$ cat config.mk
export PLATFORM = sky130hd
export DESIGN_NAME = cc_line_fill
export DESIGN_NICKNAME = d
export VERILOG_FILES = /design/src/rtl/cc_line_fill.sv
export SDC_FILE = /design/constraint.sdc
export NUM_CORES = 1
export LEC_CHECK = 0
export CORE_ASPECT_RATIO = 1.2
export CORE_MARGIN = 10
export CORE_UTILIZATION = 35
export CTS_CLUSTER_SIZE = 30
export DETAILED_ROUTE_END_ITERATION = 6
export MAX_ROUTING_LAYER = met4
export SETUP_SLACK_MARGIN = 0.4
export SLEW_MARGIN = 0
export SYNTH_ARGS = -nofsm -noshare
export SYNTH_HDL_FRONTEND = slang
export SYNTH_SLANG_ARGS = --single-unit
$ cat constraint.sdc
create_clock -name clk -period 36.1 [get_ports clk]
set_input_delay 5.415 -clock clk [delete_from_list [all_inputs] [get_ports clk]]
set_output_delay 5.415 -clock clk [all_outputs]
set_load 0.01 [all_outputs]
$ cat src/rtl/cc_line_fill.sv
// Cache line fill: collects 8 x 64-bit beats into a line, then pushes {offset, 3'b0, line} to a FIFO.
// Write strobe comes the cycle after beat 7; a full FIFO holds the entry and blocks new misses.
module cc_line_fill (
  input  logic         clk,
  input  logic         rst,
  input  logic         miss_valid_i,
  input  logic [2:0]   miss_offset_i,
  output logic         miss_ready_o,
  input  logic [63:0]  mem_rdata_i,
  input  logic         mem_rvalid_i,
  input  logic         mem_rlast_i,
  output logic         mem_rready_o,
  input  logic         fifo_full_i,
  output logic         fifo_wren_o,
  output logic [517:0] fifo_wdata_o,
  output logic         fill_done_o,
  output logic         err_o
);

  typedef enum logic [1:0] {IDLE, FILL, PUSH} state_t;

  state_t       state_q, state_d;
  logic [2:0]   cnt_q, cnt_d;
  logic [511:0] line_q, line_d;
  logic [2:0]   offset_q, offset_d;
  logic         err_q, err_d;

  always_ff @(posedge clk or posedge rst) begin
    if (rst) begin
      state_q  <= IDLE;
      cnt_q    <= 3'd0;
      line_q   <= '0;
      offset_q <= 3'd0;
      err_q    <= 1'b0;
    end else begin
      state_q  <= state_d;
      cnt_q    <= cnt_d;
      line_q   <= line_d;
      offset_q <= offset_d;
      err_q    <= err_d;
    end
  end

  always_comb begin
    state_d      = state_q;
    cnt_d        = cnt_q;
    line_d       = line_q;
    offset_d     = offset_q;
    err_d        = err_q;
    miss_ready_o = 1'b0;
    mem_rready_o = 1'b0;
    fifo_wren_o  = 1'b0;
    case (state_q)
      IDLE: begin
        miss_ready_o = 1'b1;
        if (miss_valid_i) begin
          offset_d = miss_offset_i;
          line_d   = '0;
          cnt_d    = 3'd0;
          state_d  = FILL;
        end
      end
      FILL: begin
        mem_rready_o = 1'b1;
        if (mem_rvalid_i) begin
          // Beat k lands at bit 64*(7-k); ~cnt_q is 7-k.
          line_d[{~cnt_q, 6'd0} +: 64] = mem_rdata_i;
          cnt_d = cnt_q + 3'd1;
          if ((cnt_q == 3'd7) != mem_rlast_i) err_d = 1'b1;
          if (cnt_q == 3'd7) state_d = PUSH;
        end
      end
      PUSH: begin
        fifo_wren_o = !fifo_full_i;
        if (!fifo_full_i) state_d = IDLE;
      end
      default: state_d = IDLE;
    endcase
  end

  assign fill_done_o  = fifo_wren_o;
  assign fifo_wdata_o = {offset_q, 3'b000, line_q};
  assign err_o        = err_q;

endmodule

==> implementation parameters <==
Parameter                              Value

Setup path
  Cell-by-cell listing of the critical path ... clkdlybuf4s50_1, nor3b_1, clkdlybuf4s50_1
  Arr. time, crit path ... 6690 ps
  Crit path buf inv count ... 2
  Slowest cell on the critical path ... sky130_fd_sc_hd__clkdlybuf4s50_1
  Critical Path RT ... 30680 ps
  Top Family by Delay on Critical Path ... buffers and inverters
  Worst Path Class, Setup ... in -> out
  Critical Path Source Type ... primary input
  CP peak stage delay ... 600 ps
  Crit-path max FO ... 2
  Crit. End Element ... output pin
  Cell occurring most often along the worst timing path ... sky130_fd_sc_hd__clkdlybuf4s50_1

Floorplan
  Initial core utilization ... 0.3555
  Number of top-level design ports ... 596
  Die Outline Area ... 67100 µm²
  Standard cell core area ... 56220 µm²
  Width of the die ... 238.1 µm
  Number of rows created at floorplan ... 95
  Vertical extent of the die ... 281.8 µm

Synthesis
  Seq/Total Area, Yosys ... 0.6523
  Cell area after synthesis ... 19990 µm²
  Cell variety after synth ... 50
  Post-synth EDFFs ... 0
  Fraction of registers with async set or reset after synthesis ... 1.000
  Number of standard cells after synthesis ... 1626
  Flip-flop and latch count after synthesis ... 521
  Top flip-flop cell by instance count after synthesis ... sky130_fd_sc_hd__dfrtp_1
  Average instance area after synthesis ... 12.29 µm²
  Synth Warn # ... 0

Placed design
  Weighted congestion at the end of routability-driven global placement ... 0.8430
  Total of buffers placed on input and output ports ... 592
  Detailed placement HPWL ... 56920 µm

Global route
  First-pass GRT wire length ... 120600 µm
  Antenna violations before repair ... 2
  GRT overflow ... 0
  Largest net degree at the start of global routing ... 175
  Gr usage total ... 0.2491
  Number of global-route vias before repair ... 16.52k

Timing
  Maximum clock frequency ... 82.64 MHz
  Endpoints failing hold ... 0
  Worst Max-Slew Pin Slew ... 1232 ps
  Slew Viols, Final ... 0
  RSZ-0062 raised after global routing ... no
  Layout Skew ... 23.34 ps
  Setup TNS ... 0 ps
  Max-slew headroom at the worst pin ... 0.1763
  Shortest clock period the worst path allows after layout ... 12100 ps
  Final clock period utilization by the worst path ... 0.3352
  Finish-stage setup viols ... 0

Route
  Count of routing violations after the opening detailed-route iteration ... 1260
  Final ANT Viol Nets ... 0
  Post-DR vias/cell ... 5.547
  Average wire per standard cell ... 29.13 µm
  Number of detailed-route iterations in the first pass ... 5
  Number of vias in the routed layout ... 15.97k
  Aggregate routed wire length ... 83900 µm
  Drc violations ... 0

Clocking
  Worst skew pair latency ... 600 ps
  Gates resized, CTS repair ... 0
  TritonCTS Buffers ... 54
  CTS Hold Buffers Added ... 0
  Max Buffers Root-to-Sink ... 3
  H-tree depth reported by CTS ... 2
  Clock transition at the register clock pins on the worst setup and hold paths after CTS ... 60 ps
  CTS tree ... yes
  Root Driver ... sky130_fd_sc_hd__clkbuf_16
  Number of clock sinks ... 521
  Setup bufs post-CTS ... 0

Power
  Total power density per cell area ... 83.09 nW/µm²
  Share of total power in combinational logic ... 0.386
  Power dissipated by switching net loads ... 0.8279 mW
  Register share of total power ... 0.366
  Part of the power in the clock network ... 0.248
  Worst voltage drop across the vdd grid ... 0.05024 mV
  LEAKAGE ... 12.57 nW
  Net Sw Frac ... 0.3538
  Power Internal ... 1.512 mW

Run
  Max-cap check violation count ... 0

Final layout
  Fraction of final layout cells with drive strength greater than 1 ... 0.07206
  Final cell utilization of the core ... 0.5010
  Area added between synthesis and finish ... 40.93%
  Final layout net count ... 2185

Worst hold path
  Path type of the worst min-delay path ... reg -> reg

Run status
  Outcome ... completed
## cell families (layout without fill, tap and decap cells)
family | Yosys count | count (layout) | share of synthesized area
AOI/OAI and AO/OA | 486 | 486 | 0.1917
and+or+nand+nor | 372 | 372 | 0.08914
other | 1 | 5 | 0.0001876
DFF | 521 | 521 | 0.6523
muxes | 35 | 35 | 0.01822
adders and majority gates | 6 | 6 | 0.003756
buffers and inverters | 204 | 727 | 0.04426
xor gates and xnor gates | 1 | 1 | 0.0004383
## final timing paths
check	startpoint	end	slack, ps	cells after the start
setup / recovery	fifo_full_i	fifo_wren_o	24000	3
hold / removal	line_q[211]	line_q[211]	480	2
setup reg to reg	cnt_q[0]	line_q[492]	32210	6
hold reg to reg	line_q[211]	line_q[211]	480	2
max in group asynchronous	rst	err_o	28600	4
min in group asynchronous	rst	line_q[171]	5330	2
## per-layer routing
metal	part of all wire	wire length, µm	track usage	up-vias
li1	-	-	-	6804
met3	0.081	6794	0.06652	159
met5	0	0	-	-
met2	0.48	40390	0.3959	735
met1	0.39	33050	0.2967	8276
met4	0.044	3659	0.1025	0
## state kept, by name (all words and copies together) (netlist names)
| signal | cells |
|---|---|
| state_q | 2 |
| cnt_q | 3 |
| offset_q | 3 |
| err_o | 1 |
| line_q | 512 |
## Yosys cell counts, drive strengths merged, types with 4 or more instances
cell	number	area [µm²]
nand2	208	783.3
nor3	6	51.30
a21oi	13	68.82
nand4	4	25.02
inv	4	15.01
a22o	358	3136
dfrtp	521	13040
o21ai	102	510.5
nor4	5	91.34
buf	110	531.8
and2	4	25.02
a32o	4	40.04
nand3	118	590.6
ha	6	75.07
mux2i	34	352.8
clkbuf	90	337.8
nor2	6	30.03
## cell type report
class | count | area, µm²
flip-flops and latches | 521 | 13040
diodes | 2 | 5.005
repair buffers | 622 | 6163
clock inverters | 26 | 286.5
fillers | 5075 | 28060
multi-input cells | 903 | 6182
well taps | 727 | 909.6
inverters | 4 | 22.52
clock buffers | 75 | 1560
## worst min-delay path: cells and delay by family, from the launching register on
kind,cells,cell delay [ps]
DFF,1,340
and+or+nand+nor,1,40
AOI/OAI and AO/OA,1,60
## cells in the final DEF, fill, tap and decap left out, types with 3 or more instances in the layout
cell and instances:
sky130_fd_sc_hd__o21ai_0 102, sky130_fd_sc_hd__nor3_4 3, sky130_fd_sc_hd__a21oi_1 11, sky130_fd_sc_hd__clkinv_2 14
sky130_fd_sc_hd__clkbuf_8 13, sky130_fd_sc_hd__bufinv_16 5, sky130_fd_sc_hd__clkbuf_16 54, sky130_fd_sc_hd__nand2b_1 3
sky130_fd_sc_hd__nand2_1 205, sky130_fd_sc_hd__ha_1 6, sky130_fd_sc_hd__nor4_4 4, sky130_fd_sc_hd__nand4_1 4
sky130_fd_sc_hd__dfrtp_1 521, sky130_fd_sc_hd__mux2i_1 33, sky130_fd_sc_hd__a22o_1 358, sky130_fd_sc_hd__nand3_1 117
sky130_fd_sc_hd__o2bb2ai_1 3, sky130_fd_sc_hd__buf_4 29, sky130_fd_sc_hd__clkbuf_1 8, sky130_fd_sc_hd__clkdlybuf4s50_1 592
sky130_fd_sc_hd__nor3_1 3, sky130_fd_sc_hd__a32o_1 4, sky130_fd_sc_hd__conb_1 3, sky130_fd_sc_hd__inv_6 3
## power groups by stage
stage          registers, mW  logic [mW]  clock network (mW)
5_1_grt                0.877       0.958               0.614
4_1_cts                0.855       0.915               0.592
3_5_place_dp           0.860       0.913                   0
6_report               0.856       0.904               0.581
2_1_floorplan          0.924       0.306                   0
3_3_place_gp           0.855       0.902                   0
## metrics by stage
step / hold WS (ps) / area, µm² / setup WS, ps / cells / power, mW
final: 483.3 / 28170 / 24000 / 2880 / 2.340
after global routing: 491.8 / 28170 / 23950 / 2880 / 2.449
after CTS: 484.3 / 28160 / 23990 / 2878 / 2.362
after detailed placement: 464.6 / 26320 / 23990 / 2777 / 1.773
after global placement: 460.7 / 26320 / 23970 / 2777 / 1.757
after floorplan: 513.4 / 19990 / 16130 / 1628 / 1.230
(Power assumes the default switching activity.)
